### config.mk
export PLATFORM = sky130hd
export DESIGN_NAME = hood_display_scan_flat
export DESIGN_NICKNAME = d
export VERILOG_FILES = /design/src/rtl/hood_display_scan_if.sv /design/src/rtl/hood_display_scan.sv /design/src/flat_wrapper.sv
export SDC_FILE = /design/constraint.sdc
export NUM_CORES = 1
export LEC_CHECK = 0
export ABC_AREA = 1
export CORE_MARGIN = 4
export CORE_UTILIZATION = 40
export CTS_CLUSTER_DIAMETER = 120
export CTS_CLUSTER_SIZE = 24
export DETAILED_ROUTE_END_ITERATION = 16
export GPL_TIMING_DRIVEN = 0
export PLACE_DENSITY_LB_ADDON = 0.15
export REMOVE_ABC_BUFFERS = 1
export SLEW_MARGIN = 0
export SYNTH_ARGS = -nofsm -noshare
export SYNTH_HDL_FRONTEND = slang
export SYNTH_SLANG_ARGS = --single-unit
### constraint.sdc
create_clock -name clk -period 8.5 [get_ports clk]
set_input_delay 0.85 -clock clk [delete_from_list [all_inputs] [get_ports clk]]
set_output_delay 0.85 -clock clk [all_outputs]
set_load 0.03 [all_outputs]
### src/rtl/hood_display_scan_if.sv
// rtl/hood_display_scan_if.sv - range-hood display inputs and 8-digit scan outputs
interface hood_display_scan_if;
  logic       power_on;
  logic [1:0] page_sel;
  logic [5:0] cur_hour;
  logic [5:0] cur_min;
  logic [5:0] cur_second;
  logic [5:0] work_hours;
  logic [5:0] work_minutes;
  logic [5:0] hand_time;
  logic [3:0] state_smoke_lvl;
  logic       remind;
  logic [7:0] an;
  logic [7:0] seg;

  modport master (
    output power_on, page_sel, cur_hour, cur_min, cur_second,
    output work_hours, work_minutes, hand_time, state_smoke_lvl, remind,
    input  an, seg
  );

  modport slave (
    input  power_on, page_sel, cur_hour, cur_min, cur_second,
    input  work_hours, work_minutes, hand_time, state_smoke_lvl, remind,
    output an, seg
  );
endinterface

### src/rtl/hood_display_scan.sv
// rtl/hood_display_scan.sv - 8-digit 7-segment scanner with pages, frame shadowing and remind blink
// Optional macro DISP_LEAD_ZERO_BLANK_EN blanks a zero tens digit for hours, work hours and hand timer.
module hood_display_scan #(
  parameter int CLK_HZ       = 100000000,
  parameter int SCAN_HZ      = 1000,
  parameter int BLINK_FRAMES = 62
) (
  input  logic                clk,
  input  logic                reset,
  hood_display_scan_if.slave  disp
);

  localparam int TICK_DIV = CLK_HZ / SCAN_HZ;
  localparam int CNT_W    = (TICK_DIV > 1) ? $clog2(TICK_DIV) : 1;
  localparam int FRM_W    = (BLINK_FRAMES > 1) ? $clog2(BLINK_FRAMES) : 1;

  localparam logic [4:0] SYM_DASH  = 5'd16;
  localparam logic [4:0] SYM_L     = 5'd17;
  localparam logic [4:0] SYM_BLANK = 5'd18;

  logic [CNT_W-1:0] tick_cnt_q, tick_cnt_d;
  logic [2:0]       idx_q, idx_d;
  logic [FRM_W-1:0] frame_cnt_q, frame_cnt_d;
  logic             blink_on_q, blink_on_d;
  logic [7:0]       an_q, an_d;
  logic [7:0]       seg_q, seg_d;

  logic       sh_power_q, sh_power_d;
  logic [1:0] sh_page_q, sh_page_d;
  logic [5:0] sh_hour_q, sh_hour_d;
  logic [5:0] sh_min_q, sh_min_d;
  logic [5:0] sh_sec_q, sh_sec_d;
  logic [5:0] sh_wh_q, sh_wh_d;
  logic [5:0] sh_wm_q, sh_wm_d;
  logic [5:0] sh_hand_q, sh_hand_d;
  logic [3:0] sh_lvl_q, sh_lvl_d;
  logic       sh_remind_q, sh_remind_d;

  logic       tick;
  logic       frame_wrap;
  logic [4:0] sym;
  logic [7:0] hour_bcd, min_bcd, sec_bcd, wh_bcd, wm_bcd, hand_bcd;

  // Repeated subtract of ten; six passes cover the full 0..63 range.
  function automatic logic [7:0] bcd_split(input logic [5:0] v);
    logic [5:0] r;
    logic [3:0] t;
    r = v;
    t = 4'd0;
    for (int k = 0; k < 6; k++) begin
      if (r >= 6'd10) begin
        r = r - 6'd10;
        t = t + 4'd1;
      end
    end
    return {t, r[3:0]};
  endfunction

  function automatic logic [4:0] tens_sym(input logic [3:0] t);
`ifdef DISP_LEAD_ZERO_BLANK_EN
    return (t == 4'd0) ? SYM_BLANK : {1'b0, t};
`else
    return {1'b0, t};
`endif
  endfunction

  function automatic logic [6:0] seg_code(input logic [4:0] s);
    case (s)
      5'd0:    return 7'h3F;
      5'd1:    return 7'h06;
      5'd2:    return 7'h5B;
      5'd3:    return 7'h4F;
      5'd4:    return 7'h66;
      5'd5:    return 7'h6D;
      5'd6:    return 7'h7D;
      5'd7:    return 7'h07;
      5'd8:    return 7'h7F;
      5'd9:    return 7'h6F;
      5'd10:   return 7'h77;
      5'd11:   return 7'h7C;
      5'd12:   return 7'h39;
      5'd13:   return 7'h5E;
      5'd14:   return 7'h79;
      5'd15:   return 7'h71;
      SYM_DASH: return 7'h40;
      SYM_L:   return 7'h38;
      default: return 7'h00;
    endcase
  endfunction

  // Counters, shadow capture at the frame boundary and blink phase.
  always_comb begin
    tick_cnt_d  = tick_cnt_q;
    idx_d       = idx_q;
    frame_cnt_d = frame_cnt_q;
    blink_on_d  = blink_on_q;
    sh_power_d  = sh_power_q;
    sh_page_d   = sh_page_q;
    sh_hour_d   = sh_hour_q;
    sh_min_d    = sh_min_q;
    sh_sec_d    = sh_sec_q;
    sh_wh_d     = sh_wh_q;
    sh_wm_d     = sh_wm_q;
    sh_hand_d   = sh_hand_q;
    sh_lvl_d    = sh_lvl_q;
    sh_remind_d = sh_remind_q;

    tick       = (tick_cnt_q == CNT_W'(TICK_DIV - 1));
    frame_wrap = tick && (idx_q == 3'd7);

    if (tick) begin
      tick_cnt_d = '0;
      idx_d      = idx_q + 3'd1;
    end else begin
      tick_cnt_d = tick_cnt_q + CNT_W'(1);
    end

    if (frame_wrap) begin
      sh_power_d  = disp.power_on;
      sh_page_d   = disp.page_sel;
      sh_hour_d   = disp.cur_hour;
      sh_min_d    = disp.cur_min;
      sh_sec_d    = disp.cur_second;
      sh_wh_d     = disp.work_hours;
      sh_wm_d     = disp.work_minutes;
      sh_hand_d   = disp.hand_time;
      sh_lvl_d    = disp.state_smoke_lvl;
      sh_remind_d = disp.remind;
      // Only frames completed under remind count; a fresh remind starts ON at frame 0.
      if (disp.remind && sh_remind_q) begin
        if (frame_cnt_q == FRM_W'(BLINK_FRAMES - 1)) begin
          frame_cnt_d = '0;
          blink_on_d  = ~blink_on_q;
        end else begin
          frame_cnt_d = frame_cnt_q + FRM_W'(1);
        end
      end else begin
        frame_cnt_d = '0;
        blink_on_d  = 1'b1;
      end
    end
  end

  assign hour_bcd = bcd_split(sh_hour_d);
  assign min_bcd  = bcd_split(sh_min_d);
  assign sec_bcd  = bcd_split(sh_sec_d);
  assign wh_bcd   = bcd_split(sh_wh_d);
  assign wm_bcd   = bcd_split(sh_wm_d);
  assign hand_bcd = bcd_split(sh_hand_d);

  // Output is built from next-state values so it lands one clock after the tick.
  always_comb begin
    sym   = SYM_BLANK;
    an_d  = an_q;
    seg_d = seg_q;

    case (sh_page_d)
      2'd0: begin
        case (idx_d)
          3'd7:    sym = tens_sym(hour_bcd[7:4]);
          3'd6:    sym = {1'b0, hour_bcd[3:0]};
          3'd4:    sym = {1'b0, min_bcd[7:4]};
          3'd3:    sym = {1'b0, min_bcd[3:0]};
          3'd1:    sym = {1'b0, sec_bcd[7:4]};
          3'd0:    sym = {1'b0, sec_bcd[3:0]};
          default: sym = SYM_DASH;
        endcase
      end
      2'd1: begin
        case (idx_d)
          3'd7:    sym = tens_sym(wh_bcd[7:4]);
          3'd6:    sym = {1'b0, wh_bcd[3:0]};
          3'd5:    sym = SYM_DASH;
          3'd4:    sym = {1'b0, wm_bcd[7:4]};
          3'd3:    sym = {1'b0, wm_bcd[3:0]};
          default: sym = SYM_BLANK;
        endcase
      end
      2'd2: begin
        case (idx_d)
          3'd7:    sym = SYM_L;
          3'd6:    sym = {1'b0, sh_lvl_d};
          3'd1:    sym = tens_sym(hand_bcd[7:4]);
          3'd0:    sym = {1'b0, hand_bcd[3:0]};
          default: sym = SYM_BLANK;
        endcase
      end
      default: sym = SYM_BLANK;
    endcase

    if (tick) begin
      an_d  = 8'd1 << idx_d;
      seg_d = {1'b0, seg_code(sym)};
      if (!sh_power_d) begin
        an_d  = 8'h00;
        seg_d = 8'h00;
      end else if (sh_remind_d && !blink_on_d) begin
        an_d = 8'h00;
      end
    end
  end

  always_ff @(posedge clk or negedge reset) begin
    if (!reset) begin
      tick_cnt_q  <= '0;
      idx_q       <= 3'd0;
      frame_cnt_q <= '0;
      blink_on_q  <= 1'b1;
      an_q        <= 8'h00;
      seg_q       <= 8'h00;
      sh_power_q  <= 1'b0;
      sh_page_q   <= 2'd0;
      sh_hour_q   <= 6'd0;
      sh_min_q    <= 6'd0;
      sh_sec_q    <= 6'd0;
      sh_wh_q     <= 6'd0;
      sh_wm_q     <= 6'd0;
      sh_hand_q   <= 6'd0;
      sh_lvl_q    <= 4'd0;
      sh_remind_q <= 1'b0;
    end else begin
      tick_cnt_q  <= tick_cnt_d;
      idx_q       <= idx_d;
      frame_cnt_q <= frame_cnt_d;
      blink_on_q  <= blink_on_d;
      an_q        <= an_d;
      seg_q       <= seg_d;
      sh_power_q  <= sh_power_d;
      sh_page_q   <= sh_page_d;
      sh_hour_q   <= sh_hour_d;
      sh_min_q    <= sh_min_d;
      sh_sec_q    <= sh_sec_d;
      sh_wh_q     <= sh_wh_d;
      sh_wm_q     <= sh_wm_d;
      sh_hand_q   <= sh_hand_d;
      sh_lvl_q    <= sh_lvl_d;
      sh_remind_q <= sh_remind_d;
    end
  end

  assign disp.an  = an_q;
  assign disp.seg = seg_q;

endmodule
### src/flat_wrapper.sv
// flat-port wrapper written by rule: the top's interface ports become plain ports
module hood_display_scan_flat 
#(
  parameter int CLK_HZ       = 100000000,
  parameter int SCAN_HZ      = 1000,
  parameter int BLINK_FRAMES = 62
)
  (clk, reset, disp_power_on, disp_page_sel, disp_cur_hour, disp_cur_min, disp_cur_second, disp_work_hours, disp_work_minutes, disp_hand_time, disp_state_smoke_lvl, disp_remind, disp_an, disp_seg);
  hood_display_scan_if disp_i ();
  input  logic clk;
  input  logic reset;
  input wire logic [$bits(disp_i.power_on)-1:0] disp_power_on;
  input wire logic [$bits(disp_i.page_sel)-1:0] disp_page_sel;
  input wire logic [$bits(disp_i.cur_hour)-1:0] disp_cur_hour;
  input wire logic [$bits(disp_i.cur_min)-1:0] disp_cur_min;
  input wire logic [$bits(disp_i.cur_second)-1:0] disp_cur_second;
  input wire logic [$bits(disp_i.work_hours)-1:0] disp_work_hours;
  input wire logic [$bits(disp_i.work_minutes)-1:0] disp_work_minutes;
  input wire logic [$bits(disp_i.hand_time)-1:0] disp_hand_time;
  input wire logic [$bits(disp_i.state_smoke_lvl)-1:0] disp_state_smoke_lvl;
  input wire logic [$bits(disp_i.remind)-1:0] disp_remind;
  output wire logic [$bits(disp_i.an)-1:0] disp_an;
  output wire logic [$bits(disp_i.seg)-1:0] disp_seg;
  assign disp_i.power_on = disp_power_on;
  assign disp_i.page_sel = disp_page_sel;
  assign disp_i.cur_hour = disp_cur_hour;
  assign disp_i.cur_min = disp_cur_min;
  assign disp_i.cur_second = disp_cur_second;
  assign disp_i.work_hours = disp_work_hours;
  assign disp_i.work_minutes = disp_work_minutes;
  assign disp_i.hand_time = disp_hand_time;
  assign disp_i.state_smoke_lvl = disp_state_smoke_lvl;
  assign disp_i.remind = disp_remind;
  assign disp_an = disp_i.an;
  assign disp_seg = disp_i.seg;
  hood_display_scan #(.CLK_HZ(CLK_HZ), .SCAN_HZ(SCAN_HZ), .BLINK_FRAMES(BLINK_FRAMES)) u_core (.clk(clk), .reset(reset), .disp(disp_i));
endmodule
* Word-level counts from Yosys, hierarchy flattened *
Memories as Yosys holds them, arrays and structs flattened.
Cells that the tools add are included.

cells by class
  add/subtract/negate cells = 69
  $lt $le $gt $ge = 36
  shifts and indexed selects = 1
  multiplexer cells = 96
  reduce and logical (&&, ||, !) cells = 6
  divide/modulo/power cells = 0
  equality and inequality tests = 11
  multiply operators = 0
  bitwise gates (word level) = 1

operators by type and width
  cell                                                                                  number
  6-bit 2-to-1 mux                                                                      38
  6-bit by 4-bit greater-or-equal comparator with 1-bit output (second input constant)  36
  6-bit by 4-bit subtractor with 6-bit output (second input constant)                   30
  4-bit 2-to-1 mux                                                                      37
  4-bit by 1-bit adder with 4-bit output (second input constant)                        24
  5-bit case mux with 6 select lines                                                    1
  5-bit case mux with 5 select lines                                                    1
  4-bit subtractor (second input constant)                                              6
  5-bit case mux with 4 select lines                                                    1
  17-bit by 1-bit adder with 17-bit output (second input constant)                      1
  17-bit == test (second input constant)                                                1
  17-bit 2-to-1 mux                                                                     1
  8-bit 2-to-1 mux                                                                      2
  3-bit == test (second input constant)                                                 5
  5-bit case mux with 3 select lines                                                    1
  1-bit by 1-bit adder with 2-bit output (second input constant)                        6
  1-bit 2-to-1 mux                                                                      11
  1-bit by 3-bit left shift with 8-bit output (first input constant)                    1
  7-bit 2-to-1 mux                                                                      1
  6-bit by 1-bit adder with 6-bit output (second input constant)                        1
  6-bit == test (second input constant)                                                 1
  3-bit by 1-bit adder with 3-bit output (second input constant)                        1
  3-bit by 1-bit == test with 1-bit output (second input constant)                      1
  3-bit by 2-bit == test with 1-bit output (second input constant)                      1
  other kinds (9)                                                                       11

word-level totals
  memories kept = 1
  register bits = 87
  input port bits = 46
  output and inout port bits = 16
  word-level logic and storage cells = 237
  memory bits (writable) = 0
  bits in latches = 0
  ROM bits = 224

memory list
  memory           words  width  read ports  clocked after Yosys merged registers in  write ports  line                     source
  (no name shown)  32     7      1           0                                        0            hood_display_scan.sv:68  case (s)

* Depth between registers and ports, before layout *
An unclocked memory read counts as a cell.

  depth after elaboration = 19
  depth in mapped cells = 68
  gate-level depth less buffers = 67

* Least setup slack after synthesis *
Ideal clock, no wire load.

  path kind = reg-to-reg
  start = reg u_core.idx_q[0]
  end = reg u_core.seg_q[1], in the netlist u_core.disp.seg[1]
  setup time = 0.127 ns
  required time = 8.373 ns
  period minus slack after synthesis = 6.822 ns
  path buffers = 2
  path slack = 1.678 ns
  cell stages (with the launch flop) = 63
  arrival = 6.695 ns
  cells stage by stage = dfrtp_1 -> ha_1 -> ha_1 -> buf_2 -> buf_2 -> nand4_1 -> nand2_1 -> inv_1 -> ha_1 -> nand3_2 -> nand3_4 -> nand2_1 -> nand2_1 -> inv_1 -> ha_1 -> inv_1 -> nor2_1 -> nand2_2 -> [... 27 more ...] -> inv_2 -> nand3_4 -> o21ai_1 -> inv_1 -> ha_1 -> inv_1 -> nand2_1 -> nand3_1 -> nand2_1 -> nor2_1 -> nand2_1 -> nand2_1 -> nand3_2 -> ha_1 -> nor2_1 -> a21oi_1 -> o31ai_1 -> nand2_1

on the way
  longest elaborated chain between the ends = 19
  elaborated cells on any way between the ends = 203
  classes of those cells = add/sub: 67; order compare: 36; eq/ne: 9; mux: 87; reduce/logical: 3; memory: 1

RTL lines
  what                                                                                                                         line                                              source
  start: declaration                                                                                                           hood_display_scan.sv:22                           logic [2:0] idx_q, idx_d;
  start signal: assignment                                                                                                     hood_display_scan.sv:223                          idx_q <= idx_d;
  3-bit == test *                                                                                                              hood_display_scan.sv:109                          frame_wrap = tick && (idx_q == 3'd7);
  1-bit logical AND *                                                                                                          hood_display_scan.sv:109
  6-bit 2-to-1 mux *                                                                                                           hood_display_scan.sv:118                          if (frame_wrap) begin
  net u_core.sh_sec_d[1]                                                                                                       hood_display_scan.sv:32                           logic [5:0] sh_sec_q, sh_sec_d;
  6-bit by 4-bit subtractor with 6-bit output or 6-bit by 4-bit greater-or-equal comparator with 1-bit output (tied branches)  hood_display_scan.sv:52, hood_display_scan.sv:51
  6-bit 2-to-1 mux or 1-bit 2-to-1 mux (tied branches)                                                                         hood_display_scan.sv:51                           if (r >= 6'd10) begin
  6-bit by 4-bit subtractor with 6-bit output (tied with other cells)                                                          hood_display_scan.sv:52                           r = r - 6'd10;
  6-bit 2-to-1 mux or 4-bit 2-to-1 mux (tied branches)                                                                         hood_display_scan.sv:51
  [... 4 more ...]                                                                                                             n/a
  6-bit by 4-bit subtractor with 6-bit output (tied with other cells)                                                          hood_display_scan.sv:52
  6-bit 2-to-1 mux or 4-bit 2-to-1 mux (tied branches)                                                                         hood_display_scan.sv:51
  6-bit by 4-bit greater-or-equal comparator with 1-bit output (tied with other cells)                                         hood_display_scan.sv:51
  4-bit 2-to-1 mux                                                                                                             hood_display_scan.sv:51
  5-bit case mux with 6 select lines *                                                                                         hood_display_scan.sv:159                          case (idx_d)
  5-bit case mux with 3 select lines *                                                                                         hood_display_scan.sv:157                          case (sh_page_d)
  memory 32 x 7 bit *                                                                                                          n/a
  7-bit 2-to-1 mux *                                                                                                           hood_display_scan.sv:194                          if (!sh_power_d) begin
  end signal: assignment                                                                                                       hood_display_scan.sv:227                          seg_q <= seg_d;
  end: declaration                                                                                                             hood_display_scan.sv:26                           logic [7:0] seg_q, seg_d;

Mark *: on every way through the listed nets, which the timed path passes. The rest lies on a longest branch.
A chain may end at the register's enable or synchronous reset.

* Final worst setup path *
  start = reg u_core.tick_cnt_q[0]
  end = reg u_core.seg_q[6], in the netlist u_core.disp.seg[6]

on the way
  longest elaborated chain between the ends = 19
  elaborated cells on any way between the ends = 202
  classes of those cells = add/sub: 66; order compare: 36; eq/ne: 9; mux: 87; reduce/logical: 3; memory: 1

RTL lines
  what                                                                                                                         line                                              source
  start: declaration                                                                                                           hood_display_scan.sv:21                           logic [CNT_W-1:0] tick_cnt_q, tick_cnt_d;
  start signal: assignment                                                                                                     hood_display_scan.sv:222                          tick_cnt_q <= tick_cnt_d;
  17-bit == test *                                                                                                             hood_display_scan.sv:108                          tick = (tick_cnt_q == CNT_W'(TICK_DIV - 1));
  1-bit logical AND *                                                                                                          hood_display_scan.sv:109
  6-bit 2-to-1 mux *                                                                                                           hood_display_scan.sv:118
  net u_core.sh_hand_d[1]                                                                                                      hood_display_scan.sv:35                           logic [5:0] sh_hand_q, sh_hand_d;
  6-bit by 4-bit subtractor with 6-bit output or 6-bit by 4-bit greater-or-equal comparator with 1-bit output (tied branches)  hood_display_scan.sv:52, hood_display_scan.sv:51
  6-bit 2-to-1 mux or 1-bit 2-to-1 mux (tied branches)                                                                         hood_display_scan.sv:51
  6-bit by 4-bit subtractor with 6-bit output (tied with other cells)                                                          hood_display_scan.sv:52
  6-bit 2-to-1 mux or 4-bit 2-to-1 mux (tied branches)                                                                         hood_display_scan.sv:51
  [... 4 more ...]                                                                                                             n/a
  6-bit by 4-bit subtractor with 6-bit output (tied with other cells)                                                          hood_display_scan.sv:52
  6-bit 2-to-1 mux or 4-bit 2-to-1 mux (tied branches)                                                                         hood_display_scan.sv:51
  6-bit by 4-bit greater-or-equal comparator with 1-bit output (tied with other cells)                                         hood_display_scan.sv:51
  4-bit 2-to-1 mux                                                                                                             hood_display_scan.sv:51
  5-bit case mux with 4 select lines *                                                                                         hood_display_scan.sv:180                          case (idx_d)
  5-bit case mux with 3 select lines *                                                                                         hood_display_scan.sv:157
  memory 32 x 7 bit *                                                                                                          n/a
  7-bit 2-to-1 mux *                                                                                                           hood_display_scan.sv:194

Marked as above.

==> reports/results.ini <==
[floorplan]
rows = 65
die-area_um2 = 35300
die_y_um = 188
dieWidth_um = 188
pin_count = 62
start_util_pct = 40.8
core_area_um2 = 31700

[worst_hold_path]
hold_path_class = flip-flop to flip-flop

[power_and_ir_drop]
ir_worst_vdd_mv = 0.0874
seq_power_share_pct = 47.0
switchingPower_mw = 0.212
clockPowerShare_pct = 48.8
p_per_area_nw_per_um2 = 59.0
p_sw_share_pct = 24.4
leakage_nw = 8.34
p_comb_share_pct = 4.2
internal_power_mw = 0.658

[synthesis]
yosys_warnings = 0
synthCells = 2041
ys_ff_latch = 86
synth_top_cell_by_area = nand2_1
yosysMostFrequentCell = nand2_1
synthDistinctLibCells = 56
syn-cell-area_um2 = 12900
synth_edf_count = 0
avgSynthCellArea_um2 = 6.34
async_flop_share_pct = 100
synth_common_cells = 614 x nand2_1, 312 x inv_1, 164 x nand3_1, 127 x nand2_2, 118 x nor2_1
synth_top_area_share_pct = 17.8
ys_seq_area_share_pct = 16.6
ys.flop_type = dfrtp_1
yosys-top-cells-area = nand2_1 18%, dfrtp_1 16%, inv_1 9.1%, ha_1 8.1%, nand3_1 6.3%

[final_layout]
final_cells = 2539
fin_util_pct = 46.5
synthToLayoutAreaGrowth_pct = 14.0
final_layout_size_suffix_gt1_share_pct = 19.7
fin_nets = 2263
diodes = 0

[sta]
max_slew_margin_pct = 38.5
period_minus_slack_ps = 7780
fin_crit_sh_pct = 91.5
slew_violations = 0
hold_violations = 0
setup_violations = 0
fin_skew_ps = 12.9
clock.fmax_ghz = 0.129
worstMarginPinSlew_ps = 919

[flow_run]
max_cap_violations = 0

[clock_tree]
clk_path_buf_depth = 2
cts_buffers = 9
clock_latency_ps = 360
clock_sinks = 86
clkTransAtPathRegs_ps = 70
cts_root_buf = clkbuf_16
htreeDepth = 3
cts_tree = built

[setup_path]
crit_top_cell = nand2_1
endpoint_kind = flip-flop
cp_slowest_cell = dfrtp_1
start_kind = flip-flop
worstPathMaxFanout = 10
worst-path-buf-inv = 17
crit_family = simple AND/OR/NAND/NOR gates
crit_required_ps = 8750
max_stage_delay_ps = 390
arrival_ps = 8030
crit_type = flip-flop to flip-flop

[global_routing]
grt_util_all_layers_pct = 18.5
grt_pass1_vias = 11428
antenna_found_initial = 0
grt_max_degree = 47
grt_first_pass_wirelength_mm = 55.2
gr-total-overflow = 0

[route]
wl_mm = 33.8
final_antenna_net_count = 0
drtPass1Iterations = 5
drc_errors = 0
via_per_inst = 4.94
drt-initial-drc-count = 777
via_count = 12543
wl_per_cell_um = 13.3

[placement]
dp_cells = 2484
portBuffers = 60
gp_congestion = 0.842
dpl.hpwl_mm = 24.4

[outcome]
outcome = completed

[worst paths after layout]
path	startpoint	end	slack, ps	cells past startpoint
min in group asynchronous	reset	u_core.tick_cnt_q[8]$_DFF_PN0_	510	1
hold / removal	u_core.sh_lvl_q[2]$_DFF_PN0_	u_core.sh_lvl_q[2]$_DFF_PN0_	480	2
max in group asynchronous	reset	u_core.sh_wh_q[3]$_DFF_PN0_	7320	2
setup reg to reg	u_core.tick_cnt_q[0]$_DFF_PN0_	u_core.disp.seg[6]$_DFFE_PN0N_	720	64
setup / recovery	u_core.tick_cnt_q[0]$_DFF_PN0_	u_core.disp.seg[6]$_DFFE_PN0N_	720	64
hold reg to reg	u_core.sh_lvl_q[2]$_DFF_PN0_	u_core.sh_lvl_q[2]$_DFF_PN0_	480	2
[power by group through the flow]
stage	clock (mW)	combinational [mW]	sequential [mW]
floorplan	0	0.00300	0.417
global placement	0	0.0364	0.417
detailed placement	0	0.0378	0.417
CTS	0.439	0.0380	0.409
global route	0.453	0.0407	0.409
finish	0.425	0.0369	0.409
[cell type report]
cell class              instances  area (µm²)
multi-input cells            1567        9410
clock buffers                   9         225
flip-flops and latches         86        2150
clock inverters                 6        70.1
repair buffers                 96         975
well taps                     402         503
fillers                      3303       17000
inverters                     373        1410
[worst register-to-register path: cells and delay by family (launching register included)]
family                   cells  cell delay, ps
adder cells (fa/ha/maj)      8            1600
AO/OA/AOI/OAI                2             430
XOR/XNOR                     1             210
buffers and inverters       17            1390
flip-flops                   1             390
AND/OR/NAND/NOR             36            3640
[per-layer routing]
metal / track usage [%] / share of wire [%] / up-vias / routed length (µm)
li1: - / - / 6694 / -
met1: 25.2 / 49 / 5672 / 16500
met2: 31.8 / 46 / 152 / 15600
met3: 2.59 / 3.3 / 25 / 1110
met4: 2.88 / 1.7 / 0 / 580
met5: 0 / 0 / - / 0
[logic make-up (layout without fill, tap and decap cells)]
logic type / count (synthesis) / after routing / synth area share, %
simple gates: 1274 / 1279 / 51.3
other cells: 1 / 1 / 0.0290
buf+inv: 393 / 484 / 12.4
flops: 86 / 86 / 16.6
compound gates: 153 / 153 / 8.07
mux: 1 / 1 / 0.0870
fa+ha+maj: 84 / 84 / 8.12
xor+xnor: 49 / 49 / 3.37
[cell usage in the layout, fill, tap and decap left out, types with 19 or more instances in the layout]
| master | count |
|---|---|
| nand2_4 | 39 |
| inv_1 | 312 |
| o21ai_0 | 26 |
| nand2_1 | 610 |
| o21ai_2 | 19 |
| nor2_1 | 118 |
| nand3_1 | 163 |
| dfrtp_1 | 85 |
| ha_1 | 82 |
| clkdlybuf4s50_1 | 59 |
| a21oi_1 | 33 |
| nand2_2 | 131 |
| nand4_1 | 95 |
| nand3_4 | 20 |
| inv_2 | 54 |
| buf_4 | 28 |
| o21ai_1 | 20 |
| xor2_1 | 29 |
[timing repair]
item / 4_1_cts / 5_1_grt
gates resized for setup: 5 / 26
endpoints found under the setup margin: 7 / 7
pin swaps: 2 / 16
cloned: 3 / 2
hold buffers: 0 / 0
setup buffers: 2 / 33
[flip-flops by register name, indices dropped and copies added, names as in the netlist]
register and count:
u_core.disp.seg 7, u_core.idx_q 3, u_core.sh_remind_q 1, u_core.sh_hand_q 6, u_core.sh_min_q 6, u_core.disp.an 8, u_core.tick_cnt_q 17, u_core.blink_on_q 1
u_core.sh_power_q 1, u_core.sh_page_q 2, u_core.sh_wm_q 6, u_core.sh_lvl_q 4, u_core.sh_wh_q 6, u_core.sh_hour_q 6, u_core.frame_cnt_q 6, u_core.sh_sec_q 6
[metrics by stage]
step | total power [mW] | setup WS, ps | hold WS (ps) | cell area (µm²) | setup TNS, ps
2_1_floorplan | 0.420 | 833 | 445 | 12700 | 0
3_3_place_gp | 0.453 | -1310 | 462 | 13900 | -8930
3_5_place_dp | 0.455 | -1380 | 467 | 13900 | -9310
4_1_cts | 0.886 | 24.3 | 487 | 14300 | 0
5_1_grt | 0.902 | -33.9 | 506 | 14700 | -33.9
6_report | 0.871 | 723 | 484 | 14700 | 0
No activity file was read; power rests on OpenSTA's default activity.
